## src/rtl/adma_atx_ostd_ctrl.sv

```systemverilog
// Outstanding-transaction gate between the channel scheduler and the AXI address issuer:
// global/per-channel limits, completion tracking, halt/drain. Optional macro ADMA_OSTD_ERR_EN adds chn_err.
module adma_atx_ostd_ctrl #(
    parameter  int DMA_CHN_NUM   = 4,
    parameter  int ATX_NUM_OSTD  = 4,
    parameter  int CHN_NUM_OSTD  = 2,
    localparam int DMA_CHN_NUM_W = (DMA_CHN_NUM > 1) ? $clog2(DMA_CHN_NUM) : 1,
    localparam int OSTD_CNT_W    = $clog2(ATX_NUM_OSTD + 1)
) (
    input  logic                     clk,
    input  logic                     rst,
    input  logic [DMA_CHN_NUM_W-1:0] s_atx_chn_id,
    input  logic                     s_atx_vld,
    output logic                     s_atx_rdy,
    output logic [DMA_CHN_NUM_W-1:0] m_atx_chn_id,
    output logic                     m_atx_vld,
    input  logic                     m_atx_rdy,
    input  logic [DMA_CHN_NUM_W-1:0] cmpl_chn_id,
    input  logic                     cmpl_err,
    input  logic                     cmpl_vld,
    output logic [DMA_CHN_NUM-1:0]   atx_done,
    output logic [DMA_CHN_NUM-1:0]   chn_idle,
    output logic [OSTD_CNT_W-1:0]    ostd_cnt,
    input  logic                     halt_req,
    output logic                     halt_ack,
    output logic                     proto_err
`ifdef ADMA_OSTD_ERR_EN
    ,
    output logic [DMA_CHN_NUM-1:0]   chn_err
`endif
);
    localparam logic [OSTD_CNT_W-1:0] ONE     = OSTD_CNT_W'(1);
    localparam logic [OSTD_CNT_W-1:0] ATX_MAX = OSTD_CNT_W'(ATX_NUM_OSTD);
    localparam logic [OSTD_CNT_W-1:0] CHN_MAX = OSTD_CNT_W'(CHN_NUM_OSTD);

    typedef enum logic [1:0] {RUN, DRAIN, HALTED} state_t;

    state_t                 state;
    logic [OSTD_CNT_W-1:0]  chn_cnt     [DMA_CHN_NUM];
    logic [OSTD_CNT_W-1:0]  chn_cnt_nxt [DMA_CHN_NUM];
    logic [OSTD_CNT_W-1:0]  ostd_nxt;
    logic [DMA_CHN_NUM-1:0] s_sel, c_sel, err_blk;
    logic                   s_room, c_busy, gate, issue, cmpl_ok;

    // One-hot decode of both ids; an out-of-range id selects nothing, so its completion is invalid.
    always_comb begin
        s_sel  = '0;
        c_sel  = '0;
        s_room = 1'b0;
        c_busy = 1'b0;
        for (int i = 0; i < DMA_CHN_NUM; i++) begin
            s_sel[i] = (s_atx_chn_id == DMA_CHN_NUM_W'(i));
            c_sel[i] = (cmpl_chn_id == DMA_CHN_NUM_W'(i));
            if (s_sel[i]) s_room = (chn_cnt[i] < CHN_MAX) && !err_blk[i];
            if (c_sel[i]) c_busy = (chn_cnt[i] != '0);
        end
    end

    assign gate         = (state == RUN) && (ostd_cnt < ATX_MAX) && s_room;
    assign m_atx_vld    = s_atx_vld && gate;
    assign s_atx_rdy    = m_atx_rdy && gate;
    assign m_atx_chn_id = s_atx_chn_id;
    assign issue        = s_atx_vld && s_atx_rdy;
    assign cmpl_ok      = cmpl_vld && c_busy;

    // An issue and a completion on the same counter in one cycle cancel out.
    always_comb begin
        ostd_nxt = ostd_cnt;
        if (issue && !cmpl_ok)
            ostd_nxt = ostd_cnt + ONE;
        else if (!issue && cmpl_ok)
            ostd_nxt = ostd_cnt - ONE;
        for (int i = 0; i < DMA_CHN_NUM; i++) begin
            chn_cnt_nxt[i] = chn_cnt[i];
            if (issue && s_sel[i] && !(cmpl_ok && c_sel[i]))
                chn_cnt_nxt[i] = chn_cnt[i] + ONE;
            else if (cmpl_ok && c_sel[i] && !(issue && s_sel[i]))
                chn_cnt_nxt[i] = chn_cnt[i] - ONE;
        end
    end

    always_ff @(posedge clk) begin
        if (rst) begin
            state     <= RUN;
            halt_ack  <= 1'b0;
            ostd_cnt  <= '0;
            atx_done  <= '0;
            chn_idle  <= '1;
            proto_err <= 1'b0;
            for (int i = 0; i < DMA_CHN_NUM; i++) chn_cnt[i] <= '0;
        end else begin
            ostd_cnt <= ostd_nxt;
            atx_done <= c_sel & {DMA_CHN_NUM{cmpl_ok}};
            if (cmpl_vld && !c_busy) proto_err <= 1'b1;
            for (int i = 0; i < DMA_CHN_NUM; i++) begin
                chn_cnt[i]  <= chn_cnt_nxt[i];
                chn_idle[i] <= (chn_cnt_nxt[i] == '0);
            end
            // Dropping halt_req always wins, even mid-drain.
            case (state)
                RUN: begin
                    if (halt_req) state <= DRAIN;
                end
                DRAIN: begin
                    if (!halt_req) begin
                        state <= RUN;
                    end else if (ostd_cnt == '0) begin
                        state    <= HALTED;
                        halt_ack <= 1'b1;
                    end
                end
                HALTED: begin
                    if (!halt_req) begin
                        state    <= RUN;
                        halt_ack <= 1'b0;
                    end
                end
                default: begin
                    state    <= RUN;
                    halt_ack <= 1'b0;
                end
            endcase
        end
    end

`ifdef ADMA_OSTD_ERR_EN
    // Error sticks until the channel's last outstanding transaction completes cleanly.
    always_ff @(posedge clk) begin
        if (rst) begin
            chn_err <= '0;
        end else begin
            for (int i = 0; i < DMA_CHN_NUM; i++) begin
                if (cmpl_ok && c_sel[i]) begin
                    if (cmpl_err)
                        chn_err[i] <= 1'b1;
                    else if (chn_cnt[i] == ONE)
                        chn_err[i] <= 1'b0;
                end
            end
        end
    end
    assign err_blk = chn_err;
`else
    logic unused_cmpl_err;
    assign unused_cmpl_err = cmpl_err;
    assign err_blk = '0;
`endif

endmodule
```

## config.mk

```make
export PLATFORM = sky130hd
export DESIGN_NAME = adma_atx_ostd_ctrl
export DESIGN_NICKNAME = d
export VERILOG_FILES = /design/src/rtl/adma_atx_ostd_ctrl.sv
export SDC_FILE = /design/constraint.sdc
export NUM_CORES = 1
export LEC_CHECK = 0
export ABC_AREA = 0
export CELL_PAD_IN_SITES_DETAIL_PLACEMENT = 1
export CELL_PAD_IN_SITES_GLOBAL_PLACEMENT = 1
export CORE_MARGIN = 2
export CORE_UTILIZATION = 43
export DETAILED_ROUTE_END_ITERATION = 12
export MAX_ROUTING_LAYER = met4
export PLACE_DENSITY = 0.87
export SKIP_CTS_REPAIR_TIMING = 1
export SYNTH_ARGS = -nofsm -noshare
export SYNTH_HDL_FRONTEND = slang
export SYNTH_SLANG_ARGS = --single-unit
```

## constraint.sdc

```tcl
create_clock -name clk -period 6.71 [get_ports clk]
set_input_delay 1.0065 -clock clk [delete_from_list [all_inputs] [get_ports clk]]
set_output_delay 1.0065 -clock clk [all_outputs]
set_load 0.01 [all_outputs]
```

## After elaboration in Yosys (flattened, before gate mapping)

Memories as Yosys holds them, arrays and structs flattened.
Index checks and enable logic that the tools add are counted.

| storage, ports and cells | value |
|---|---|
| bits in registers | 15 |
| bits in writable memories | 12 |
| input port bits | 11 |
| output and inout bits | 17 |
| logic and storage cells | 126 |
| memories kept | 1 |

| operators by class | value |
|---|---|
| add/sub/neg operators | 10 |
| order comparisons | 5 |
| equal/unequal tests | 13 |
| muxes and demuxes | 34 |
| bitwise logic cells | 6 |
| reduce and logical (&&, ||, !) cells | 51 |

Memory list:

| memory | depth | width | rd ports | clocked after Yosys merged registers in | write ports | line | source |
|---|---|---|---|---|---|---|---|
| chn_cnt | 4 | 3 | 4 | 0 | 4 | 39 | `logic [OSTD_CNT_W-1:0] chn_cnt [DMA_CHN_NUM];` |

Operator list:

| cell | number |
|---|---|
| $mux 3 | 14 |
| $logic_and 1x1->1 | 25 |
| $add 3x1->3 const B | 5 |
| $logic_not 3->1 | 5 |
| $sub 3x1->3 const B | 5 |
| $mux 1 | 14 |
| $lt 3x2->1 const B | 4 |
| $reduce_bool 3->1 | 4 |
| $logic_not 1->1 | 11 |
| $eq 2x2->1 const B | 5 |
| $mux 2 | 4 |
| $ne 2x2->1 const B | 4 |
| $eq 2x1->1 const B | 3 |
| $logic_not 2->1 | 3 |
| $pmux 2 s3 | 1 |
| $and 4x4->4 | 1 |
| $or 1x1->1 | 4 |
| $reduce_and 4->1 | 1 |
| $lt 3x3->1 const B | 1 |
| $ne 3x3->1 const B | 1 |
| $pmux 1 s3 | 1 |
| $reduce_and 3->1 | 1 |
| $reduce_bool 2->1 | 1 |
| $not 1->1 | 1 |

## Longest topological paths before layout

Gate-level depths: netlist of the first run.
An unclocked memory read counts as a cell.

| depth | value |
|---|---|
| depth in word-level cells | 15 |
| gate-level depth with buffers | 12 |

## Worst setup path after synthesis of the first run

Ideal clock, no wire load.

| timing path | value |
|---|---|
| path type | input-to-reg |
| from | input port s_atx_chn_id[0] |
| to | register ostd_cnt[2] |
| data arrival time | 2.971 ns |
| data required time | 6.640 ns |
| slack | 3.670 ns |
| stages on the path | 10 |
| path buffers | 0 |
| cells stage by stage | or3b_2 > nand3_1 > nand3b_1 > nor2_1 > ha_1 > inv_1 > fa_1 > xor2_1 > or3_1 > a21oi_1 |

| on the way | value |
|---|---|
| cells in the longest elaborated chain, start to end | 11 |
| elaborated cells between the ends (all ways) | 16 |
| those cells by class | eq/ne: 3; mux: 5; reduce/logical: 8 |

Ends and longest elaborated chain:

| what | line | source |
|---|---|---|
| start: declaration | 12 | `input logic [DMA_CHN_NUM_W-1:0] s_atx_chn_id,` |
| $logic_not 2->1 | 52 | `s_sel[i] = (s_atx_chn_id == DMA_CHN_NUM_W'(i));` |
| $mux 1 (3 in a row) | 54 | `if (s_sel[i]) s_room = (chn_cnt[i] < CHN_MAX) && !err_blk[i];` |
| $mux 1 (*) | 54 |  |
| $logic_and 1x1->1 (*) | 59 | `assign gate = (state == RUN) && (ostd_cnt < ATX_MAX) && s_room;` |
| $logic_and 1x1->1 (*) | 61 | `assign s_atx_rdy = m_atx_rdy && gate;` |
| $logic_and 1x1->1 (*) | 63 | `assign issue = s_atx_vld && s_atx_rdy;` |
| $logic_not 1->1 | 71 | `else if (!issue && cmpl_ok)` |
| $logic_and 1x1->1 | 71 |  |
| $reduce_bool 2->1 (no line) | -- |  |
| end signal: assignment | 92 | `ostd_cnt <= ostd_nxt;` |
| end: declaration | 23 | `output logic [OSTD_CNT_W-1:0] ostd_cnt,` |

Mark *: on every way between the ends. The rest lies on a longest branch, timed or not.
A chain may end at the register's enable or synchronous reset.

## Worst setup path in the final report of the first run

| timing path | value |
|---|---|
| from | input port s_atx_chn_id[0] |
| to | output port s_atx_rdy |

| on the way | value |
|---|---|
| cells in the longest elaborated chain, start to end | 7 |
| elaborated cells between the ends (all ways) | 10 |
| those cells by class | eq/ne: 3; mux: 4; reduce/logical: 3 |

Ends and longest elaborated chain:

| what | line | source |
|---|---|---|
| $logic_not 2->1 | 52 |  |
| $mux 1 (3 in a row) | 54 |  |
| $mux 1 (*) | 54 |  |
| $logic_and 1x1->1 (*) | 59 |  |
| $logic_and 1x1->1 (*) | 61 |  |
| end: declaration | 14 | `output logic s_atx_rdy,` |

Marked as above.

==> results.sh, run 1 <==
export IMPL_max_freq_ghz=0.251
export IMPL_critical_path_class="in2out"
export IMPL_clkPwrFrac=0.262
export IMPL_cts_path_max_buffers=2
export IMPL_slew_viol_final=0
export IMPL_final_setup_tns_ns=0
export IMPL_synth_distinct_cells=47
export IMPL_timing_critical_path_mode_cell="clkdlybuf4s50_1"
export IMPL_clk_pin_slew_ns=0.10
export IMPL_avgSynthCellArea_um2=8.83
export IMPL_grt_max_degree=28
export IMPL_synth_area_um2=1700
export IMPL_dieWidth_um=67.0
export IMPL_htree_levels=1
export IMPL_vias_per_cell=5.40
export IMPL_floorplan_initialDensity=0.455
export IMPL_drc_errors=0
export IMPL_fill_cells=459
export IMPL_async_reset_ff_frac=0
export IMPL_cts_buffers_inserted=3
export IMPL_drv_cap=0
export IMPL_final_antenna_net_count=0
export IMPL_cts_root_buf="clkbuf_8"
export IMPL_path_depth=6
export IMPL_skew_ns=0.00181
export IMPL_total_power_uw=374
export IMPL_slew_headroom=0.293
export IMPL_cp_max_fo=5
export IMPL_layout_drive_gt1_share=0.0694
export IMPL_area_growth_pct=17.9
export IMPL_status="completed"
export IMPL_max_stage_delay_ns=0.54
export IMPL_wl_um=3800
export IMPL_overflow=0
export IMPL_post_route_min_period_ns=3.98
export IMPL_clk_latency_ns=0.28
export IMPL_synth_top_flop_cell="dfxtp_1"
export IMPL_syn_nets=218
export IMPL_first_pass_iters=4
export IMPL_combPwrFrac=0.259
export IMPL_antenna_found_initial=0
export IMPL_required_ns=5.70
export IMPL_power_density_nw_per_um2=186
export IMPL_cp_end_kind="output pin"
export IMPL_ys_warn_count=0
export IMPL_wl_per_cell_um=14.4
export IMPL_cp_start_kind="input pin"
export IMPL_boundaryPins=28
export IMPL_synth_cells=193
export IMPL_leakagePower_uw=0.000733
export IMPL_cp_arrival_ns=2.97
export IMPL_r2r_slack_ns=3.91
export IMPL_path_buf_inv=2
export IMPL_finalNetCount=242
export IMPL_swShare=0.307
export IMPL_hold_violations=0
export IMPL_die_y_um=67.0
export IMPL_ys_seq_area_frac=0.317
export IMPL_max_slew_worst_pin_slew_ns=1.06
export IMPL_drt_iter0_drc=76
export IMPL_grt_pass1_wl_um=6600
export IMPL_setup_viol=0
export IMPL_portBuffers=26
export IMPL_hp_class="reg2reg"
export IMPL_diodes=0
export IMPL_cts_tree="yes"
export IMPL_critPathTopFamily="buffers and inverters"
export IMPL_rows=22
export IMPL_grt_pass1_vias=1434
export IMPL_rsz0062_at_grt="no"
export IMPL_cp_cell_sequence="clkdlybuf4s50_1, or3b_2, nand3_1, nand3b_1, nor2_1, clkdlybuf4s50_1"
export IMPL_grt_usage=0.196
export IMPL_ys_ff_latch=27
export IMPL_cpMaxStageDelayCell="clkdlybuf4s50_1"
export IMPL_switching_power_uw=115
export IMPL_dr_total_vias=1426
export IMPL_coreArea_um2=3740
export IMPL_r2r_cells=11
export IMPL_routabilityCongestion=0.794
export IMPL_dieArea_um2=4480
export IMPL_intPower_uw=259
export IMPL_seq_power_share=0.479
export IMPL_dp_hpwl_um=2890
export IMPL_holdPathStages=2
export IMPL_synth_edff_count=0
export IMPL_ir_drop_mv=0.0783
export IMPL_min_period_over_period=0.593
export IMPL_cts_sinks=27
[layer usage]
metal,routed length [um],global-route usage
met5,0,-
met4,48,0.0612
met3,101,0.0220
met2,1780,0.323
met1,1880,0.251
[layout make-up]
| type | instances | area, um2 | area share |
|---|---|---|---|
| Inverter | 16 | 60.1 | 0.0299 |
| Clock inverter | 1 | 7.51 | 0.00374 |
| Tap cell | 48 | 60.1 | 0.0299 |
| Sequential cell | 27 | 541 | 0.269 |
| Multi-Input combinational cell | 143 | 1040 | 0.517 |
| Clock buffer | 3 | 41.3 | 0.0205 |
| Timing Repair Buffer | 26 | 260 | 0.130 |
[cells by family after synthesis]
logic type / Yosys count / share of synthesized area
flops: 27 / 0.317
mux: 7 / 0.0485
fa+ha+maj: 14 / 0.107
buf+inv: 23 / 0.0727
compound gates: 28 / 0.109
xor+xnor: 12 / 0.0617
simple gates: 82 / 0.283
[final timing paths]
check / start / end
min reg2reg: proto_err$_SDFFE_PP0P_ / proto_err$_SDFFE_PP0P_
min: proto_err$_SDFFE_PP0P_ / proto_err$_SDFFE_PP0P_
max: s_atx_chn_id[0] / s_atx_rdy
max reg2reg: chn_cnt[3][0]$_SDFF_PP0_ / ostd_cnt[2]$_SDFFE_PP0P_
[Yosys cell counts (3+ instances only)]
master    count  share of area
nand2b_1      4          0.015
or3_1         6          0.022
xor2_1        3          0.015
inv_1        16          0.035
nand3_1       9          0.026
mux2i_1       6          0.035
ha_1         13          0.095
nor3_1        8          0.023
nand2_1       6          0.013
o31ai_1       4          0.018
xnor2_1       9          0.046
a21oi_1       6          0.018
nor2b_1       5          0.018
nor2_1       21          0.046
buf_6         4          0.026
dfxtp_1      27           0.32
o21ai_0       7          0.021
[layout by cell type (no fill, tap or decap), types with 3 or more instances in the layout]
cell type         n
o21ai_0           7
clkdlybuf4s50_1  26
xnor2_1           9
dfxtp_1          27
o31ai_1           4
nor3_1            8
inv_1            16
nor2b_1           5
mux2i_1           6
nor2_1           21
nand2b_1          4
a21oi_1           6
ha_1             13
nand2_1           6
clkbuf_8          3
or3_1             6
xor2_1            3
nand3_1           9
[metrics by stage]
step / worst slack, ns / utilization / area [um2] / instances / hold slack (ns)
floorplan: 3.67 / - / 1700 / 193 / 0.451
global placement: 2.76 / 0.524 / 1960 / 260 / 0.470
detailed placement: 2.73 / 0.524 / 1960 / 260 / 0.483
CTS: 2.72 / 0.537 / 2010 / 264 / 0.511
global route: 2.64 / 0.537 / 2010 / 264 / 0.548
finish: 2.73 / 0.537 / 2010 / 264 / 0.508
[registers in the layout, indices dropped and copies added, names as in the netlist]
signal / cells
state: 2
chn_idle: 4
atx_done: 4
ostd_cnt: 3
proto_err: 1
chn_cnt: 12
halt_ack: 1
[worst reg2reg max path, stage by stage (launching register included)]
cell	delay (ns)
dfxtp_1	0.43
inv_1	0.12
ha_1	0.22
nor2b_1	0.17
mux4_2	0.50
or2_2	0.30
ha_1	0.21
inv_1	0.07
fa_1	0.17
xor2_1	0.08
or3_1	0.31
a21oi_1	0.14
[power by group through the flow]
| stage | logic, uW | clock network [uW] | registers [uW] |
|---|---|---|---|
| after floorplan | 63.1 | 0 | 184 |
| after global placement | 93.9 | 0 | 182 |
| after detailed placement | 96.9 | 0 | 183 |
| after CTS | 98.0 | 101 | 179 |
| after global routing | 109 | 110 | 181 |
| final | 96.8 | 98.2 | 179 |
Note: power is estimated with default switching activity, not from simulation.
==> run 2: changes to the inputs <==
Settings changed: CORE_UTILIZATION 43 to 36, PLACE_DENSITY 0.87 to 0.78.
Clock period 6.71 ns to 3.2 ns, I/O delays scaled along.
==> run 2 against run 1 <==
  * Clock skew grew 0.0040 ns
  * Flip-flop and latch count is the same
  * Hold slack lost 0.012 ns
  * Final area grew 2.1%
  * Wire length shrank 0.21%
  * Critical endpoint is now m_atx_vld
  * Largest cell class unchanged
  * Highest routed layer unchanged
==> results.sh, run 2 (synthesis results as in run 1) <==
export IMPL_setup_viol=0
export IMPL_drt_iter0_drc=60
export IMPL_vias_per_cell=5.29
export IMPL_layout_drive_gt1_share=0.0860
export IMPL_worst_r2r_startpoint="chn_cnt[3][0]$_SDFF_PP0_"
export IMPL_grt_max_degree=18
export IMPL_wl_per_cell_um=13.8
export IMPL_overflow=0
export IMPL_portBuffers=26
export IMPL_diodes=0
export IMPL_min_period_over_period=0.933
export IMPL_grt_pass1_wl_um=6840
export IMPL_post_route_min_period_ns=2.99
export IMPL_fill_cells=567
export IMPL_cts_buffers_inserted=3
export IMPL_dieWidth_um=72.8
export IMPL_leakagePower_uw=0.000758
export IMPL_cp_start_kind="input pin"
export IMPL_cp_arrival_ns=2.51
export IMPL_swShare=0.296
export IMPL_endpoint="m_atx_vld"
export IMPL_required_ns=2.72
export IMPL_dieArea_um2=5300
export IMPL_hp_class="reg2reg"
export IMPL_drc_errors=0
export IMPL_grt_usage=0.167
export IMPL_final_cell_mix="27 x dfxtp_1, 26 x clkdlybuf4s50_1, 21 x nor2_1"
export IMPL_area_growth_pct=20.3
export IMPL_critical_path_class="in2out"
export IMPL_status="completed"
export IMPL_seq_power_share=0.480
export IMPL_clkPwrFrac=0.252
export IMPL_routabilityCongestion=0.750
export IMPL_worstSetupStartpoint="s_atx_chn_id[0]"
export IMPL_ir_drop_mv=0.259
export IMPL_largest_reg_flops=12
export IMPL_cts_root_buf="clkbuf_8"
export IMPL_finalNetCount=247
export IMPL_slew_headroom=0.585
export IMPL_r2r_slack_ns=0.39
export IMPL_cp_end_kind="output pin"
export IMPL_cp_max_fo=5
export IMPL_switching_power_uw=231
export IMPL_clk_latency_ns=0.27
export IMPL_rsz0062_at_grt="no"
export IMPL_final_common_cell="dfxtp_1"
export IMPL_dr_total_vias=1456
export IMPL_max_freq_ghz=0.335
export IMPL_final_antenna_net_count=0
export IMPL_hold_violations=0
export IMPL_r2r_cells=11
export IMPL_r2r_end="ostd_cnt[2]$_SDFFE_PP0P_"
export IMPL_final_setup_tns_ns=0
export IMPL_cts_sinks=27
export IMPL_coreArea_um2=4630
export IMPL_antenna_found_initial=0
export IMPL_cts_path_max_buffers=2
export IMPL_htree_levels=1
export IMPL_max_slew_worst_pin_slew_ns=0.617
export IMPL_rows=25
export IMPL_boundaryPins=28
export IMPL_cts_tree="yes"
export IMPL_combPwrFrac=0.269
export IMPL_grt_pass1_vias=1446
export IMPL_largest_registers="chn_cnt: 12 flops, atx_done: 4 flops, chn_idle: 4 flops"
export IMPL_final_core_util=0.443
export IMPL_wl_um=3800
export IMPL_slew_viol_final=0
export IMPL_skew_ns=0.00582
export IMPL_die_y_um=72.8
export IMPL_clk_pin_slew_ns=0.09
export IMPL_drv_cap=0
export IMPL_first_pass_iters=4
export IMPL_max_flop_register="chn_cnt"
export IMPL_floorplan_initialDensity=0.368
export IMPL_power_density_nw_per_um2=382
export IMPL_intPower_uw=551
export IMPL_dp_hpwl_um=3050
run 2: cell types whose count changed in the layout (fill, tap and decap cells not counted), sizes merged:
cell      change
clkbuf        +1
clkinvlp      -1
buf           +5
run 2: power groups by stage:
stage	logic, uW	clock network (uW)	registers (uW)
finish	210	197	375
global route	237	221	380
CTS	213	207	376
detailed placement	212	0	384
global placement	207	0	383
floorplan	132	0	386
run 2: through the flow:
stage / hold slack, ns / total power, uW / instance area, um2 / worst slack (ns) / std cells
5_1_grt: 0.544 / 838 / 2050 / 0.0989 / 275
4_1_cts: 0.505 / 796 / 2050 / 0.197 / 275
2_1_floorplan: 0.451 / 518 / 1700 / 0.677 / 193
3_3_place_gp: 0.465 / 590 / 2010 / 0.0802 / 271
6_report: 0.496 / 783 / 2050 / 0.215 / 275
3_5_place_dp: 0.478 / 596 / 2010 / 0.0122 / 271
run 2: worst max-delay path: stages:
cell and delay, ns:
clkdlybuf4s50_1 0.57, or3b_2 0.49, nand3b_1 0.10, nand3b_1 0.10
buf_4 0.15, nor2_1 0.07, clkdlybuf4s50_1 0.54
run 2: worst min-delay path by stage:
stage,depth (start not counted),slack [ns],endpoint,startpoint
floorplan,1,0.45,state[0]$_SDFFE_PP0P_,state[1]$_SDFFE_PP0P_
global placement,2,0.47,proto_err$_SDFFE_PP0P_,proto_err$_SDFFE_PP0P_
detailed placement,2,0.48,proto_err$_SDFFE_PP0P_,proto_err$_SDFFE_PP0P_
CTS,2,0.50,proto_err$_SDFFE_PP0P_,proto_err$_SDFFE_PP0P_
global route,2,0.54,proto_err$_SDFFE_PP0P_,proto_err$_SDFFE_PP0P_
finish,2,0.50,proto_err$_SDFFE_PP0P_,proto_err$_SDFFE_PP0P_
run 2: routing by layer:
metal	share of wire	up-vias	global-route usage
li1	-	725	-
met1	0.46	692	0.205
met2	0.49	33	0.288
met3	0.043	6	0.0331
met4	0.011	0	0.0309
met5	0	-	-
run 2: layout make-up:
type	instances	area (um2)	share of cell area
Multi-Input combinational cell	143	1040	0.507
Sequential cell	27	541	0.264
Timing Repair Buffer	31	298	0.145
Tap cell	54	67.6	0.0329
Inverter	16	60.1	0.0293
Clock buffer	4	45.0	0.0220
==> run 3: changes to the inputs <==
Settings changed: ABC_AREA 0 to not set, HOLD_SLACK_MARGIN set to 0.08, REMOVE_ABC_BUFFERS set to 1.
==> run 3 against run 2 <==
  * Die area unchanged
  * Cell count increased by 0.36%
  * Sequential power is essentially flat
  * Register-to-register slack got worse by 0.06 ns
  * Combinational power increased by 3%
  * Critical endpoint is now ostd_cnt[2]$_SDFFE_PP0P_
  * Clock skew fell by 0.0027 ns
==> results.sh, run 3 (synthesis results as in run 1) <==
export IMPL_r2r_slack_ns=0.33
export IMPL_max_flop_register="chn_cnt"
export IMPL_overflow=0
export IMPL_floorplan_initialDensity=0.368
export IMPL_area_growth_pct=20.8
export IMPL_dieArea_um2=5300
export IMPL_skew_ns=0.00315
export IMPL_diodes=0
export IMPL_cp_cell_sequence="clkdlybuf4s50_1, or3b_2, nand3b_1, nand3b_1, nor2_1, ha_1, inv_1, fa_1, xor2_1, or3_1, a21oi_1"
export IMPL_critical_path_class="in2reg"
export IMPL_wl_um=3700
export IMPL_grt_pass1_vias=1439
export IMPL_clk_pin_slew_ns=0.09
export IMPL_switching_power_uw=237
export IMPL_vias_per_cell=5.25
export IMPL_holdPathStages=1
export IMPL_antenna_found_initial=0
export IMPL_largest_reg_flops=12
export IMPL_cts_tree="yes"
export IMPL_cts_sinks=27
export IMPL_drc_errors=0
export IMPL_rsz0062_at_grt="no"
export IMPL_wl_per_cell_um=13.4
export IMPL_grt_usage=0.160
export IMPL_leakagePower_uw=0.000763
export IMPL_hp_class="reg2reg"
export IMPL_r2r_end="ostd_cnt[2]$_SDFFE_PP0P_"
export IMPL_cts_path_max_buffers=2
export IMPL_cpMaxStageDelayCell="clkdlybuf4s50_1"
export IMPL_final_instance_count_excl_fill=276
export IMPL_grt_pass1_wl_um=6600
export IMPL_htree_levels=1
export IMPL_power_density_nw_per_um2=384
export IMPL_setup_viol=0
export IMPL_max_slew_worst_pin_slew_ns=0.568
export IMPL_final_cell_mix="27 x dfxtp_1, 26 x clkdlybuf4s50_1, 21 x nor2_1"
export IMPL_combPwrFrac=0.273
export IMPL_seq_power_share=0.474
export IMPL_clkPwrFrac=0.253
export IMPL_critPathTopFamily="simple AND/OR/NAND/NOR gates"
export IMPL_placedCellCount=272
export IMPL_cts_root_buf="clkbuf_8"
export IMPL_slew_headroom=0.618
export IMPL_rows=25
export IMPL_max_stage_delay_ns=0.56
export IMPL_hold_path_endpoint="state[0]$_SDFFE_PP0P_"
export IMPL_path_buf_inv=2
export IMPL_coreArea_um2=4630
export IMPL_slew_viol_final=0
export IMPL_placed_area_um2=2010
export IMPL_boundaryPins=28
export IMPL_min_period_over_period=0.939
export IMPL_portBuffers=26
export IMPL_max_freq_ghz=0.333
export IMPL_timing_critical_path_mode_cell="nand3b_1"
export IMPL_worst_r2r_startpoint="chn_cnt[3][0]$_SDFF_PP0_"
export IMPL_drv_cap=0
export IMPL_post_route_min_period_ns=3.01
export IMPL_swShare=0.299
export IMPL_intPower_uw=554
export IMPL_cp_max_fo=5
export IMPL_cp_arrival_ns=3.21
export IMPL_final_antenna_net_count=0
export IMPL_clk_latency_ns=0.27
export IMPL_drt_iter0_drc=32
export IMPL_layout_drive_gt1_share=0.0901
export IMPL_cts_buffers_inserted=3
export IMPL_required_ns=3.40
export IMPL_cp_end_kind="register"
export IMPL_largest_registers="chn_cnt: 12 flops, atx_done: 4 flops, chn_idle: 4 flops"
export IMPL_hold_violations=0
export IMPL_routabilityCongestion=0.774
export IMPL_final_common_cell="dfxtp_1"
export IMPL_r2r_cells=11
export IMPL_grt_max_degree=16
export IMPL_dp_hpwl_um=3020
export IMPL_hp_start="state[1]$_SDFFE_PP0P_"
export IMPL_dieWidth_um=72.8
export IMPL_first_pass_iters=4
export IMPL_ir_drop_mv=0.189
export IMPL_status="completed"
export IMPL_die_y_um=72.8
export IMPL_finalNetCount=248
export IMPL_dr_total_vias=1449
export IMPL_stdcell_area_um2=2060
export IMPL_cp_start_kind="input pin"
run 3: stage by stage:
stage | setup slack, ns | setup TNS (ns) | total power, uW | hold WS (ns) | util
after floorplan | 0.677 | 0 | 501 | 0.450 | -
after global placement | 0.0736 | 0 | 590 | 0.459 | 0.435
after detailed placement | -0.111 | -0.111 | 602 | 0.476 | 0.435
after CTS | 0.164 | 0 | 805 | 0.492 | 0.445
after global routing | 0.0425 | 0 | 842 | 0.525 | 0.445
final | 0.194 | 0 | 791 | 0.489 | 0.445
run 3: area by class of cell:
type | instances | area (um2)
timing repair buffer | 32 | 305
tap | 54 | 67.6
fill | 577 | 2570
clock buffer | 4 | 45.0
inverter | 16 | 60.1
multi-input combinational | 143 | 1040
sequential | 27 | 541
run 3: worst max path at each step:
stage | start | endpoint | slack, ns | cells after the start
after floorplan | chn_cnt[3][0]$_SDFF_PP0_ | ostd_cnt[2]$_SDFFE_PP0P_ | 0.68 | 11
final | s_atx_chn_id[0] | ostd_cnt[2]$_SDFFE_PP0P_ | 0.19 | 11
after detailed placement | s_atx_chn_id[0] | ostd_cnt[2]$_SDFFE_PP0P_ | -0.11 | 11
after global routing | s_atx_chn_id[0] | ostd_cnt[2]$_SDFFE_PP0P_ | 0.04 | 11
after global placement | s_atx_chn_id[0] | ostd_cnt[2]$_SDFFE_PP0P_ | 0.07 | 11
after CTS | s_atx_chn_id[0] | ostd_cnt[2]$_SDFFE_PP0P_ | 0.16 | 11
run 3: routing by layer:
metal | wire [um] | global-route usage | vias up
li1 | - | - | 725
met1 | 1740 | 0.200 | 698
met2 | 1830 | 0.274 | 22
met3 | 102 | 0.0235 | 4
met4 | 35 | 0.0370 | 0
met5 | 0 | - | -
run 3: power by group through the flow:
| stage | sequential (uW) | combinational, uW | clock, uW |
|---|---|---|---|
| finish | 375 | 216 | 200 |
| global route | 379 | 241 | 222 |
| CTS | 376 | 220 | 209 |
| detailed placement | 383 | 219 | 0 |
| global placement | 383 | 207 | 0 |
| floorplan | 386 | 115 | 0 |
